$ cat config.mk
export PLATFORM = sky130hd
export DESIGN_NAME = seg14_scroll_mux
export DESIGN_NICKNAME = d
export VERILOG_FILES = /design/src/rtl/seg14_pkg.sv /design/src/rtl/seg14_font.sv /design/src/rtl/seg14_scroll_mux.sv
export SDC_FILE = /design/constraint.sdc
export NUM_CORES = 1
export LEC_CHECK = 0
export CAP_MARGIN = 20
export CORE_UTILIZATION = 62
export DETAILED_ROUTE_END_ITERATION = 8
export PLACE_DENSITY = 0.8
export RECOVER_POWER = 25
export SKIP_LAST_GASP = 1
export SYNTH_ARGS = -nofsm -noshare
export SYNTH_HDL_FRONTEND = slang
export SYNTH_SLANG_ARGS = --single-unit
$ cat constraint.sdc
create_clock -name clk -period 15.55 [get_ports clk]
set_input_delay 2.3325 -clock clk [delete_from_list [all_inputs] [get_ports clk]]
set_output_delay 2.3325 -clock clk [all_outputs]
set_load 0.005 [all_outputs]
$ cat src/rtl/seg14_pkg.sv
// Shared character codes, 14-segment font table and width helpers for the
// multiplexed 14-segment display driver.
package seg14_pkg;

  // Ceiling log2; returns 0 for values <= 1.
  function automatic int clog2(input int value);
    int r;
    r = 0;
    for (int i = 0; i < 31; i++) begin
      if ((1 << i) < value) r = i + 1;
    end
    return r;
  endfunction

  // Register width able to hold 0..value-1, never narrower than one bit.
  function automatic int width_of(input int value);
    return (clog2(value) < 1) ? 1 : clog2(value);
  endfunction

  localparam int CODE_W = 6;
  localparam int SEG_W  = 14;

  // Character codes.
  localparam logic [CODE_W-1:0] CH_SPACE  = 6'd0;
  localparam logic [CODE_W-1:0] CH_A      = 6'd1;
  localparam logic [CODE_W-1:0] CH_Z      = 6'd26;
  localparam logic [CODE_W-1:0] CH_NTILDE = 6'd27;
  localparam logic [CODE_W-1:0] CH_DIG0   = 6'd28;
  localparam logic [CODE_W-1:0] CH_DIG9   = 6'd37;

  localparam int FONT_ENTRIES = 38;

  // Segment order, bit13..bit0: a b c d e f g1 g2 h i j k l m
  // (h/j upper diagonals, i upper centre bar, k/m lower diagonals, l lower centre bar).
  localparam logic [SEG_W-1:0] FONT_ROM [FONT_ENTRIES] = '{
    14'b00000000000000,  // space
    14'b11101111000000,  // A
    14'b11110001010010,  // B
    14'b10011100000000,  // C
    14'b11110000010010,  // D
    14'b10011110000000,  // E
    14'b10001110000000,  // F
    14'b10111101000000,  // G
    14'b01101111000000,  // H
    14'b10010000010010,  // I
    14'b01111000000000,  // J
    14'b00001110001001,  // K
    14'b00011100000000,  // L
    14'b01101100101000,  // M
    14'b01101100100001,  // N
    14'b11111100000000,  // O
    14'b11001111000000,  // P
    14'b11111100000001,  // Q
    14'b11001111000001,  // R
    14'b10110111000000,  // S
    14'b10000000010010,  // T
    14'b01111100000000,  // U
    14'b00001100001100,  // V
    14'b01101100000101,  // W
    14'b00000000101101,  // X
    14'b00000000101010,  // Y
    14'b10010000001100,  // Z
    14'b11101100100001,  // N-tilde
    14'b11111100001100,  // 0
    14'b01100000001000,  // 1
    14'b11011011000000,  // 2
    14'b11110001000000,  // 3
    14'b01100111000000,  // 4
    14'b10110111000000,  // 5
    14'b10111111000000,  // 6
    14'b11100000000000,  // 7
    14'b11111111000000,  // 8
    14'b11110111000000   // 9
  };

endpackage

$ cat src/rtl/seg14_font.sv
// Combinational character-code to 14-segment pattern ROM.
module seg14_font
  import seg14_pkg::*;
(
  input  logic [CODE_W-1:0] code,
  output logic [SEG_W-1:0]  pattern
);

  // Table lookup; codes past the last defined glyph render blank.
  always_comb begin
    pattern = 14'b0;
    if (code <= CH_DIG9) begin
      pattern = FONT_ROM[code];
    end else begin
      pattern = 14'b0;
    end
  end

endmodule

$ cat src/rtl/seg14_scroll_mux.sv
// Multiplexed 14-segment display driver: message buffer, digit scan,
// optional scrolling window and registered pad outputs.
module seg14_scroll_mux
  import seg14_pkg::*;
#(
  parameter int N_DIGITS      = 12,
  parameter int MSG_DEPTH     = 32,
  parameter int REFRESH_DIV   = 1024,
  parameter int SCROLL_FRAMES = 64,
  parameter bit SEL_ACT_LOW   = 1'b0
) (
  input  logic                         clk,
  input  logic                         rst,
  input  logic                         wr_en,
  input  logic [$clog2(MSG_DEPTH)-1:0] wr_addr,
  input  logic [5:0]                   wr_data,
  input  logic [$clog2(MSG_DEPTH):0]   msg_len,
  input  logic                         scroll_en,
  output logic [N_DIGITS-1:0]          sel,
  output logic [13:0]                  segm,
  output logic                         frame_tick
);

  localparam int AW = clog2(MSG_DEPTH);
  localparam int LW = AW + 1;
  localparam int DW = width_of(N_DIGITS);
  localparam int PW = width_of(REFRESH_DIV);
  localparam int FW = width_of(SCROLL_FRAMES);
  // Wide enough for offset + digit without overflow.
  localparam int CW = ((AW > DW) ? AW : DW) + 2;

  localparam logic [PW-1:0]       PRESC_LAST  = PW'(REFRESH_DIV - 1);
  localparam logic [DW-1:0]       DIGIT_LAST  = DW'(N_DIGITS - 1);
  localparam logic [FW-1:0]       FRAMES_LAST = FW'(SCROLL_FRAMES - 1);
  localparam logic [LW-1:0]       LEN_MAX     = LW'(MSG_DEPTH);
  localparam logic [N_DIGITS-1:0] SEL_IDLE    = {N_DIGITS{SEL_ACT_LOW}};

  logic [PW-1:0]     presc_r;
  logic [DW-1:0]     digit_r;
  logic [FW-1:0]     frames_r, frames_n_s;
  logic [AW-1:0]     offset_r, offset_n_s;
  logic              load_r;
  logic [CODE_W-1:0] msg_r [MSG_DEPTH];

  logic              presc_wrap_s, frame_end_s, blank_s;
  logic [LW-1:0]     len_s;
  logic [CW-1:0]     pos_s, len_c_s, div_s;
  logic [AW-1:0]     idx_s;
  logic [CODE_W-1:0] code_s;
  logic [SEG_W-1:0]  pattern_s;
  logic [N_DIGITS-1:0] onehot_s;

  // Scan timing strobes and the clamped effective message length.
  always_comb begin
    presc_wrap_s = (presc_r == PRESC_LAST);
    frame_end_s  = presc_wrap_s && (digit_r == DIGIT_LAST);
    if (msg_len > LEN_MAX) begin
      len_s = LEN_MAX;
    end else begin
      len_s = msg_len;
    end
  end

  // Pick the character for the current digit; divisor forced to 1 when the message is empty.
  always_comb begin
    pos_s   = CW'(offset_r) + CW'(digit_r);
    len_c_s = CW'(len_s);
    div_s   = (len_s == LW'(0)) ? CW'(1) : len_c_s;
    blank_s = (len_s == LW'(0)) || (!scroll_en && (pos_s >= len_c_s));
    idx_s   = AW'(pos_s % div_s);
    code_s  = blank_s ? CH_SPACE : msg_r[idx_s];
    onehot_s = N_DIGITS'(1) << digit_r;
  end

  seg14_font u_font (
    .code    (code_s),
    .pattern (pattern_s)
  );

  // Scroll window: cleared in static mode; a stale offset past the length snaps to 0 at frame end.
  always_comb begin
    offset_n_s = offset_r;
    frames_n_s = frames_r;
    if (!scroll_en) begin
      offset_n_s = {AW{1'b0}};
      frames_n_s = {FW{1'b0}};
    end else if (frame_end_s) begin
      if (frames_r == FRAMES_LAST) begin
        frames_n_s = {FW{1'b0}};
      end else begin
        frames_n_s = frames_r + FW'(1);
      end
      if (LW'(offset_r) >= len_s) begin
        offset_n_s = {AW{1'b0}};
      end else if (frames_r == FRAMES_LAST) begin
        offset_n_s = ((LW'(offset_r) + LW'(1)) >= len_s) ? {AW{1'b0}} : (offset_r + AW'(1));
      end else begin
        offset_n_s = offset_r;
      end
    end else begin
      offset_n_s = offset_r;
      frames_n_s = frames_r;
    end
  end

  // Prescaler, digit scan and scroll counters; load_r marks the first clock of a digit slot.
  always_ff @(posedge clk) begin
    if (rst) begin
      presc_r  <= {PW{1'b0}};
      digit_r  <= {DW{1'b0}};
      frames_r <= {FW{1'b0}};
      offset_r <= {AW{1'b0}};
      load_r   <= 1'b1;
    end else begin
      presc_r  <= presc_wrap_s ? {PW{1'b0}} : (presc_r + PW'(1));
      if (presc_wrap_s) begin
        digit_r <= (digit_r == DIGIT_LAST) ? {DW{1'b0}} : (digit_r + DW'(1));
      end
      frames_r <= frames_n_s;
      offset_r <= offset_n_s;
      load_r   <= presc_wrap_s;
    end
  end

  // Message register file; cleared to spaces on reset.
  always_ff @(posedge clk) begin
    if (rst) begin
      for (int i = 0; i < MSG_DEPTH; i++) begin
        msg_r[i] <= CH_SPACE;
      end
    end else if (wr_en) begin
      msg_r[wr_addr] <= wr_data;
    end
  end

  // Pad registers: sel/segm sampled once per slot so writes never glitch a lit digit.
  always_ff @(posedge clk) begin
    if (rst) begin
      sel        <= SEL_IDLE;
      segm       <= 14'b0;
      frame_tick <= 1'b0;
    end else begin
      frame_tick <= frame_end_s;
      if (load_r) begin
        sel  <= onehot_s ^ SEL_IDLE;
        segm <= pattern_s;
      end
    end
  end

endmodule

After elaboration in Yosys (flattened, before gate mapping)
Memory sizes are Yosys's and may differ from the RTL's.
Cells that the tools add are included.
- bits in registers: 53
- RAM bits: 192
- ROM bits: 896
- input bits: 21
- output and inout port bits: 27
- logic and storage cells: 58
- memories kept: 2
- memories (memory ; words ; width ; read ports ; clocked after memory_dff ; write ports ; RTL line ; source):
    (name not given) ; 64 ; 14 ; 1 ; 0 ; 0 ; seg14_font.sv:13 ; pattern = FONT_ROM[code];
    msg_r ; 32 ; 6 ; 1 ; 0 ; 32 ; seg14_scroll_mux.sv:43 ; logic [CODE_W-1:0] msg_r [MSG_DEPTH];
- add/subtract/negate cells: 6
- div/mod/pow operators: 1
- magnitude comparators: 6
- equal/unequal tests: 3
- shifts and indexed selects: 1
- multiplexer cells: 19
- bitwise gates (word level): 2
- reductions and logical operators: 10
- operators with widths (operator ; count):
    $mux W14 ; 3
    $mux W6 ; 5
    $mux W5 ; 4
    $ge A6 B6 Y1 ; 2
    $shl A1 B4 Y12 const A ; 1
    $add A10 B1 Y10 const B ; 1
    $eq A10 B10 Y1 const B ; 1
    $ge A7 B7 Y1 const B ; 1
    $mod A7 B7 Y7 ; 1
    $not A6 Y7 ; 1
    $add A5 B1 Y6 const B ; 1
    $add A5 B4 Y6 ; 1
    $add A6 B1 Y6 const B ; 1
    $eq A6 B6 Y1 const B ; 1
    $ge A5 B6 Y1 ; 1
    $gt A6 B6 Y1 const B ; 1
    $le A6 B6 Y1 const B ; 1
    $logic_not A6 Y1 ; 1
    $mux W1 ; 6
    $reduce_or A6 Y1 ; 1
    $add A5 B1 Y5 const B ; 1
    $add A4 B1 Y4 const B ; 1
    $eq A4 B4 Y1 const B ; 1
    $mux W4 ; 1
    7 further kinds ; 9

Depth between registers and ports, before layout
Gate-level depths: netlist (run 1).
An unclocked memory read counts as a cell.
- word-level depth: 12
- mapped depth: 58
- depth with buffers taken out: 54

Hierarchy
Synthesis (run 1) repeated with hierarchy kept, for this count alone.
- cells, all modules: 1415
- area total of the unflattened synthesis: 14565.2 sq um
- by module, submodules not included (module ; times used ; cells an instance ; area each (sq um) ; sequential area each (sq um)):
    seg14_scroll_mux ; 1 ; 1288 ; 13698.1 ; 6826.5
    seg14_font ; 1 ; 127 ; 867.1 ; 0.0

Worst setup path before layout (run 1)
OpenSTA, ideal clock, no wires.
- path type: input to register
- from: input msg_len[2]
- to: register segm[7]
- setup time: 0.126 ns
- arrival time: 13.916 ns
- data required time: 15.424 ns
- path slack: 1.508 ns
- stages on the path: 48
- buffers on the path: 4
- cells stage by stage: or4_4 > or3_1 > inv_1 > nor2_1 > ha_1 > a21oi_1 > nor2_1 > o22ai_1 > inv_1 > ha_1 > o21ai_0 > a211oi_2 > mux2_2 > ha_1 > o211ai_1 > a21boi_0 > o21ai_0 > mux2_2 > [... 12 more ...] > ha_1 > o211a_1 > a221o_1 > a21o_1 > a2111o_1 > and3_1 > buf_6 > buf_6 > mux2_4 > a221o_1 > a21oi_2 > o21ai_0 > ha_1 > clkbuf_1 > mux2_2 > o221ai_1 > mux2_2 > o211ai_1
- cells in the longest elaborated chain, start to end: 12
- elaborated cells between the ends (all ways): 16
- classes of those cells: div (1); order compare (3); mux (6); bitwise (1); reduce/logical (3); memory (2)
- ends and longest elaborated chain (what ; RTL line ; source):
    from (decl) ; seg14_scroll_mux.sv:17 ; input logic [$clog2(MSG_DEPTH):0] msg_len,
    $gt A6 B6 Y1 ; seg14_scroll_mux.sv:57 ; if (msg_len > LEN_MAX) begin
    $mux W6 * ; seg14_scroll_mux.sv:57 ;
    $logic_not A6 Y1 ; seg14_scroll_mux.sv:68, seg14_scroll_mux.sv:69 ;
    $mux W6 ; seg14_scroll_mux.sv:68 ; div_s = (len_s == LW'(0)) ? CW'(1) : len_c_s;
    $mod A7 B7 Y7 ; seg14_scroll_mux.sv:70 ; idx_s = AW'(pos_s % div_s);
    $mem_v2 Z32 W6 ; - ;
    $mux W6 * ; seg14_scroll_mux.sv:71 ; code_s = blank_s ? CH_SPACE : msg_r[idx_s];
    $not A6 Y7 (not written as such) ; seg14_font.sv:13 ;
    $mem_v2 Z64 W14 ; - ;
    $mux W14 (not written as such) (2 in a row) ; seg14_font.sv:13 ;
    $mux W14 * ; seg14_font.sv:12 ; if (code <= CH_DIG9) begin
    to (signal assigned) ; seg14_scroll_mux.sv:146 ; segm <= pattern_s;
    to (decl) ; seg14_scroll_mux.sv:20 ; output logic [13:0] segm,
Every way passes the cells marked *; elsewhere a longest branch is shown, timed or not. The select of a mux whose other input is x is not followed.
A chain may end at the register's enable or synchronous reset.

Final worst setup path (run 1)
- from: input msg_len[5]
- to: register segm[3]
The elaborated chain is that of the path after synthesis.

==> qor.yml, run 1 <==
status:
  status: "finished with violations"
  violations: "capacitance limit, slew limit"
sta:
  relSlewSlack_pct: -95.3
  fin_crit_sh_pct: 96.0
  rsz0062_at_grt: "yes"
  tightest_slew_ns: 2.93
  slew_violations: 58
  whs_ns: 0.461
  fin_worst_skew_ns: 0.0281
  fmax_mhz: 67.0
  finalHoldViolCount: 0
  finalCriticalPeriod_ns: 14.93
  setup_viol: 0
synthesis:
  synth_seq_cells: 245
  seq_area_frac_synth_pct: 47.3
  yosysWarnings: 0
  ys_types: 91
  async_reset_ff_share_pct: 0
  syn-num-nets: 1480
  synth_edf_count: 192
  synth_flop_cell: "edfxtp_1"
  syn_area_um2: 14400
  synth_top_area_share_pct: 40.0
  yosys-top-cells-area: "edfxtp_1 40%, and2_1 8.4%, dfxtp_1 7.4%"
  syn_inst: 1391
  syn_avg_cell_area_um2: 10.4
  synth.largest_area_cell: "edfxtp_1"
route:
  routed_via_density: 6.34
  vias: 11000
  postRouteAntennaNets: 0
  first_pass_iters: 6
  drcViolationCount: 0
  wl_per_cell_um: 21.3
  drt_iter0_markers: 1160
  drt_wl_total_um: 37100
setup_path:
  crit_top_cell: "ha_1"
  cp_top_family: "compound AO/OA/AOI/OAI gates"
  worst_setup_path_start_kind: "primary input"
  setup.worst_path.end_class: "register"
  crit_required_ns: 15.97
  slowest_delay_ns: 0.57
  setup.worst_path.class: "in2reg"
  cpMaxStageDelayCell: "clkdlybuf4s50_1"
  path_buf_inv: 6
  crit_arrival_ns: 15.36
  crit_fanout: 21
pwr:
  p_int_w: 0.00191
  p_switching_w: 0.00162
  leakagePower_nw: 6.08
  pwr_density_cell_nw_per_um2: 220
  clockPowerShare_pct: 17.1
  ir_worst_vdd_v: 0.000218
  combPwrFrac_pct: 61.3
  switching_share_pct: 45.9
  power_frac_seq_pct: 21.6
grt:
  gr-total-overflow: 0
  first_global_vias: 10900
  globalRouteTotalUtil_pct: 31.6
  grt_max_degree: 58
  grt_pass1_wl_um: 58400
  antenna_found_initial: 0
run:
  cap_viol_max_count: 1
layout:
  fillers: 1662
  final_common_cell: "edfxtp_1"
  multi_input_area_um2: 7170
  syn_to_final_growth_pct: 11.6
  nets: 1526
  seq_area_um2: 6830
  final_cell_mix: "192 x edfxtp_1, 153 x and2_1, 103 x nor2_1, 95 x nand2_1, 67 x mux2i_1"
  num_antenna_cells: 0
  utilization_pct: 70.9
  drive_gt1_share_pct: 11.5
die:
  die_y_um: 155
  die_x_um: 155
  initial_core_util_pct: 63.5
  rows: 55
  ios: 48
  dieArea_um2: 23900
  core_area_um2: 22700
clock_tree:
  ctsRootBufferMaster: "clkbuf_16"
  cts_tree: "yes"
  holdBufCountCts: 0
  cts.sinks: 245
  cts_buffers: 27
  path_clk_slew_ns: 0.05
  clock_latency_ns: 0.56
  clockBufferDepth: 3
  h-tree-depth: 1
place:
  gp_congestion: 0.997
  io_buffers: 47
  hpwlAfterDp_um: 25900
hold_path:
  hold_class: "reg2reg"
[cell families (layout without fill, tap and decap cells)]
logic type      count (synthesis)  after routing  share of synthesized area (%)
simple gates                  620            620                           23.3
flops                         245            245                           47.3
compound gates                234            234                           12.1
buf+inv                       105            170                           3.19
mux                            85             85                           6.08
fa+ha+maj                      68             68                           6.00
xor+xnor                       33             33                           2.00
other cells                     1              1                         0.0260
[synth_stat cells, types with 10 or more instances]
cell type    n
and2_1     194
and3_1      12
xnor2_1     19
or2_2       38
mux2i_1     67
o211ai_1    15
inv_1       32
xor2_1      14
nand3_1     52
a21oi_1     46
nor3_1      26
a21o_1      10
ha_1        66
nand2_1     95
buf_2       16
nand4_1     22
o21ai_0     29
nor2b_1     15
a32oi_1     16
nor2_1     103
clkbuf_1    42
nand2b_1    22
dfxtp_1     53
o22ai_1     10
edfxtp_1   192
mux2_2      16
[power groups by stage]
stage | Sequential, W | Combinational (W) | Clock, W
2_1_floorplan | 0.000770 | 0.00150 | 0
3_3_place_gp | 0.000774 | 0.00208 | 0
3_5_place_dp | 0.000776 | 0.00208 | 0
4_1_cts | 0.000762 | 0.00210 | 0.000609
5_1_grt | 0.000765 | 0.00230 | 0.000636
6_report | 0.000762 | 0.00217 | 0.000606
[registers in the layout, indices dropped and copies added (netlist names)]
signal / cells
frames_r: 6
digit_r: 4
sel: 12
segm: 14
load_r: 1
offset_r: 5
frame_tick: 1
msg_r: 192
presc_r: 10
[layer usage]
layer	global-route usage (%)	up-vias	share of wire [%]
li1	-	5155	-
met1	40.5	5238	40
met2	53.1	530	47
met3	5.27	116	8.4
met4	13.3	0	3.8
met5	0	-	0
[timing repair]
item                                    4_1_cts  5_1_grt
buffers inserted                              0        0
endpoints found under the setup margin        0       12
gates resized for setup                       0        6
[worst paths after layout]
kind / from / slack [ns] / end / cells after the start
max: msg_len[5] / 0.62 / segm[3] / 49
min: sel[10] / 0.46 / sel[10] / 2
max reg2reg: digit_r[1] / 2.55 / segm[3] / 49
min reg2reg: sel[10] / 0.46 / sel[10] / 2
[worst reg2reg max path: cells and delay by family, from the launching register on]
kind / cells / cell delay [ns]
AOI/OAI and AO/OA: 26 / 6.60
adders and majority gates: 8 / 2.34
buffers and inverters: 4 / 0.57
DFF: 1 / 0.50
muxes: 4 / 1.57
and+or+nand+nor: 7 / 1.28
[cell type report]
type,count,area share [%]
tap,285,2.21
clock inverter,14,0.839
timing repair buffer,88,4.91
inverter,34,0.792
clock buffer,34,4.36
sequential,245,42.4
multi-input combinational,1041,44.5
[through the flow]
step           setup WS [ns]  instance area [µm²]  power (W)  instances  setup TNS [ns]
2_1_floorplan           1.51                14400    0.00227       1391               0
3_3_place_gp           0.410                15300    0.00286       1692               0
3_5_place_dp           0.117                15300    0.00286       1693               0
4_1_cts                0.611                16100    0.00347       1741               0
5_1_grt              -0.0209                16100    0.00370       1741         -0.0209
6_report               0.618                16100    0.00354       1741               0
(Power assumes the default switching activity.)
==> run 2, diff against run 1 <==
Settings changed: GPL_ROUTABILITY_DRIVEN set to 0, TNS_END_PERCENT set to 30.
==> qor.yml, run 2 (same netlist as run 1, synthesis figures left out) <==
pwr:
  combPwrFrac_pct: 61.2  # about the same
  switching_share_pct: 45.7  # -0.19 points
  leakagePower_nw: 6.09  # +0.22%
  power_frac_seq_pct: 21.6  # about the same
  p_switching_w: 0.00161  # -0.65%
  ir_worst_vdd_v: 0.000203  # -6.8%
  pwr_density_cell_nw_per_um2: 219  # -0.37%
  p_int_w: 0.00192  # about the same
  clockPowerShare_pct: 17.2  # about the same
grt:
  antenna_found_initial: 0  # unchanged
  grt_max_degree: 55  # -5.2%
  gr-total-overflow: 0  # unchanged
  globalRouteTotalUtil_pct: 30.9  # -0.68 points
  grt_pass1_wl_um: 57100  # -2.2%
  first_global_vias: 10700  # -2.1%
status:
  status: "finished with violations"
  violations: "capacitance limit, slew limit"
sta:
  fmax_mhz: 67.8  # +1.2%
  relSlewSlack_pct: -73.5  # +22 points
  rsz0062_at_grt: "no"
  setup_viol: 0  # unchanged
  finalCriticalPeriod_ns: 14.75  # -0.177 ns
  finalHoldViolCount: 0  # unchanged
  fin_worst_skew_ns: 0.0116  # -0.0166 ns
  fin_crit_sh_pct: 94.9  # -1.1 points
  final.setup.tns_ns: 0  # unchanged
  slew_violations: 55  # -5.2%
  whs_ns: 0.459  # -0.00182 ns
  tightest_slew_ns: 2.60  # -0.327 ns
setup_path:
  slowest_delay_ns: 0.63  # +0.06 ns
  crit_required_ns: 15.99  # +0.02 ns
  cpMaxStageDelayCell: "nor2_2"
  crit_top_cell: "ha_1"
  setup.worst_path.class: "in2reg"
  crit_arrival_ns: 15.20  # -0.16 ns
  setup.worst_path.end_class: "register"
  crit_fanout: 14  # -33%
  worst_setup_path_start_kind: "primary input"
layout:
  final_cell_area_um2: 16100  # +0.12%
  syn_to_final_growth_pct: 11.8
  final_cell_mix: "192 x edfxtp_1, 147 x and2_1, 103 x nor2_1, 95 x nand2_1, 67 x mux2i_1"
  utilization_pct: 71.0  # +0.088 points
  regMostFlops: "msg_r"
  largest_register_ffs: 192  # unchanged
  num_antenna_cells: 0  # unchanged
  final_common_cell: "edfxtp_1"
  top_regs: "msg_r (192), segm (14), sel (12)"
  nets: 1530  # +0.26%
  drive_gt1_share_pct: 11.8  # +0.27 points
route:
  postRouteAntennaNets: 0  # unchanged
  drt_wl_total_um: 36800  # -0.84%
  drcViolationCount: 0  # unchanged
  wl_per_cell_um: 21.1  # -0.84%
  drt_iter0_markers: 1235  # +6.5%
  vias: 11200  # +1.3%
  first_pass_iters: 6  # unchanged
  routed_via_density: 6.42  # +1.3%
clock_tree:
  clockBufferDepth: 3  # unchanged
  ctsRootBufferMaster: "clkbuf_16"
  path_clk_slew_ns: 0.06  # about the same
  cts.sinks: 245  # unchanged
  h-tree-depth: 1  # unchanged
  cts_buffers: 27  # unchanged
  cts_tree: "yes"
  clock_latency_ns: 0.56  # about the same
place:
  hpwlAfterDp_um: 25700  # -0.51%
  io_buffers: 47  # unchanged
  place_area_um2: 15200  # -0.11%
die:
  dieArea_um2: 23900  # unchanged
  ios: 48  # unchanged
  core_area_um2: 22700  # unchanged
  initial_core_util_pct: 63.5  # unchanged
  die_x_um: 155  # unchanged
  rows: 55  # unchanged
  die_y_um: 155  # unchanged
hold_path:
  hold_class: "reg2reg"
run:
  cap_viol_max_count: 1  # unchanged
==> run 2: changes by cell type in the layout (fill, tap and decap cells not counted), sizes merged <==
cell	before	now
inv	34	35
clkinv	12	7
clkinvlp	0	1
bufinv	2	1
dlygate4sd3	5	6
buf	40	44
clkdlybuf4s50	41	40
==> run 2: area by class of cell <==
| type | instances | area [µm²] |
|---|---|---|
| timing repair buffer | 92 | 823 |
| sequential | 245 | 6830 |
| clock buffer | 34 | 743 |
| tap | 285 | 357 |
| inverter | 34 | 128 |
| multi-input combinational | 1041 | 7160 |
| fill | 1639 | 6580 |
| clock inverter | 10 | 92.6 |
==> run 2: metal layers <==
| layer | up-vias | share of wire [%] | GRT usage, % |
|---|---|---|---|
| li1 | 5154 | - | - |
| met1 | 5260 | 40 | 41.3 |
| met2 | 635 | 46 | 50.4 |
| met3 | 130 | 8.6 | 3.95 |
| met4 | 0 | 5.0 | 14.5 |
| met5 | - | 0 | 0 |
==> run 2: critical path, delay by kind of cell <==
family,cells,cell delay [ns]
buffers and inverters,5,1.07
AO/OA/AOI/OAI,24,5.90
multiplexers,2,0.81
adder cells (fa/ha/maj),7,2.20
AND/OR/NAND/NOR,10,2.88
==> run 2: path summary, 6_finish.rpt <==
kind,slack (ns),depth (start not counted),end,start
max,0.80,48,segm[0],msg_len[5]
min,0.46,1,presc_r[0],presc_r[0]
max reg2reg,2.70,48,segm[0],digit_r[1]
min reg2reg,0.46,1,presc_r[0],presc_r[0]
==> run 2: what timing repair did <==
action | CTS | global route
hold endpoints to repair | 0 | 0
hold buffers | 0 | 0
buffers inserted | 0 | 5
setup endpoints to repair | 0 | 10
gates resized for setup | 0 | 4
==> run 2: metrics by stage <==
step / instances / total power (W) / worst slack [ns]
finish: 1741 / 0.00353 / 0.795
global route: 1741 / 0.00368 / 0.0725
floorplan: 1391 / 0.00227 / 1.51
CTS: 1736 / 0.00345 / 0.685
global placement: 1692 / 0.00281 / 0.594
detailed placement: 1692 / 0.00283 / 0.129
==> run 2: power groups by stage <==
stage / clock [W] / combinational [W] / sequential (W)
floorplan: 0 / 0.00150 / 0.000770
global placement: 0 / 0.00203 / 0.000775
detailed placement: 0 / 0.00206 / 0.000776
CTS: 0.000611 / 0.00207 / 0.000763
global route: 0.000634 / 0.00228 / 0.000766
finish: 0.000607 / 0.00216 / 0.000763
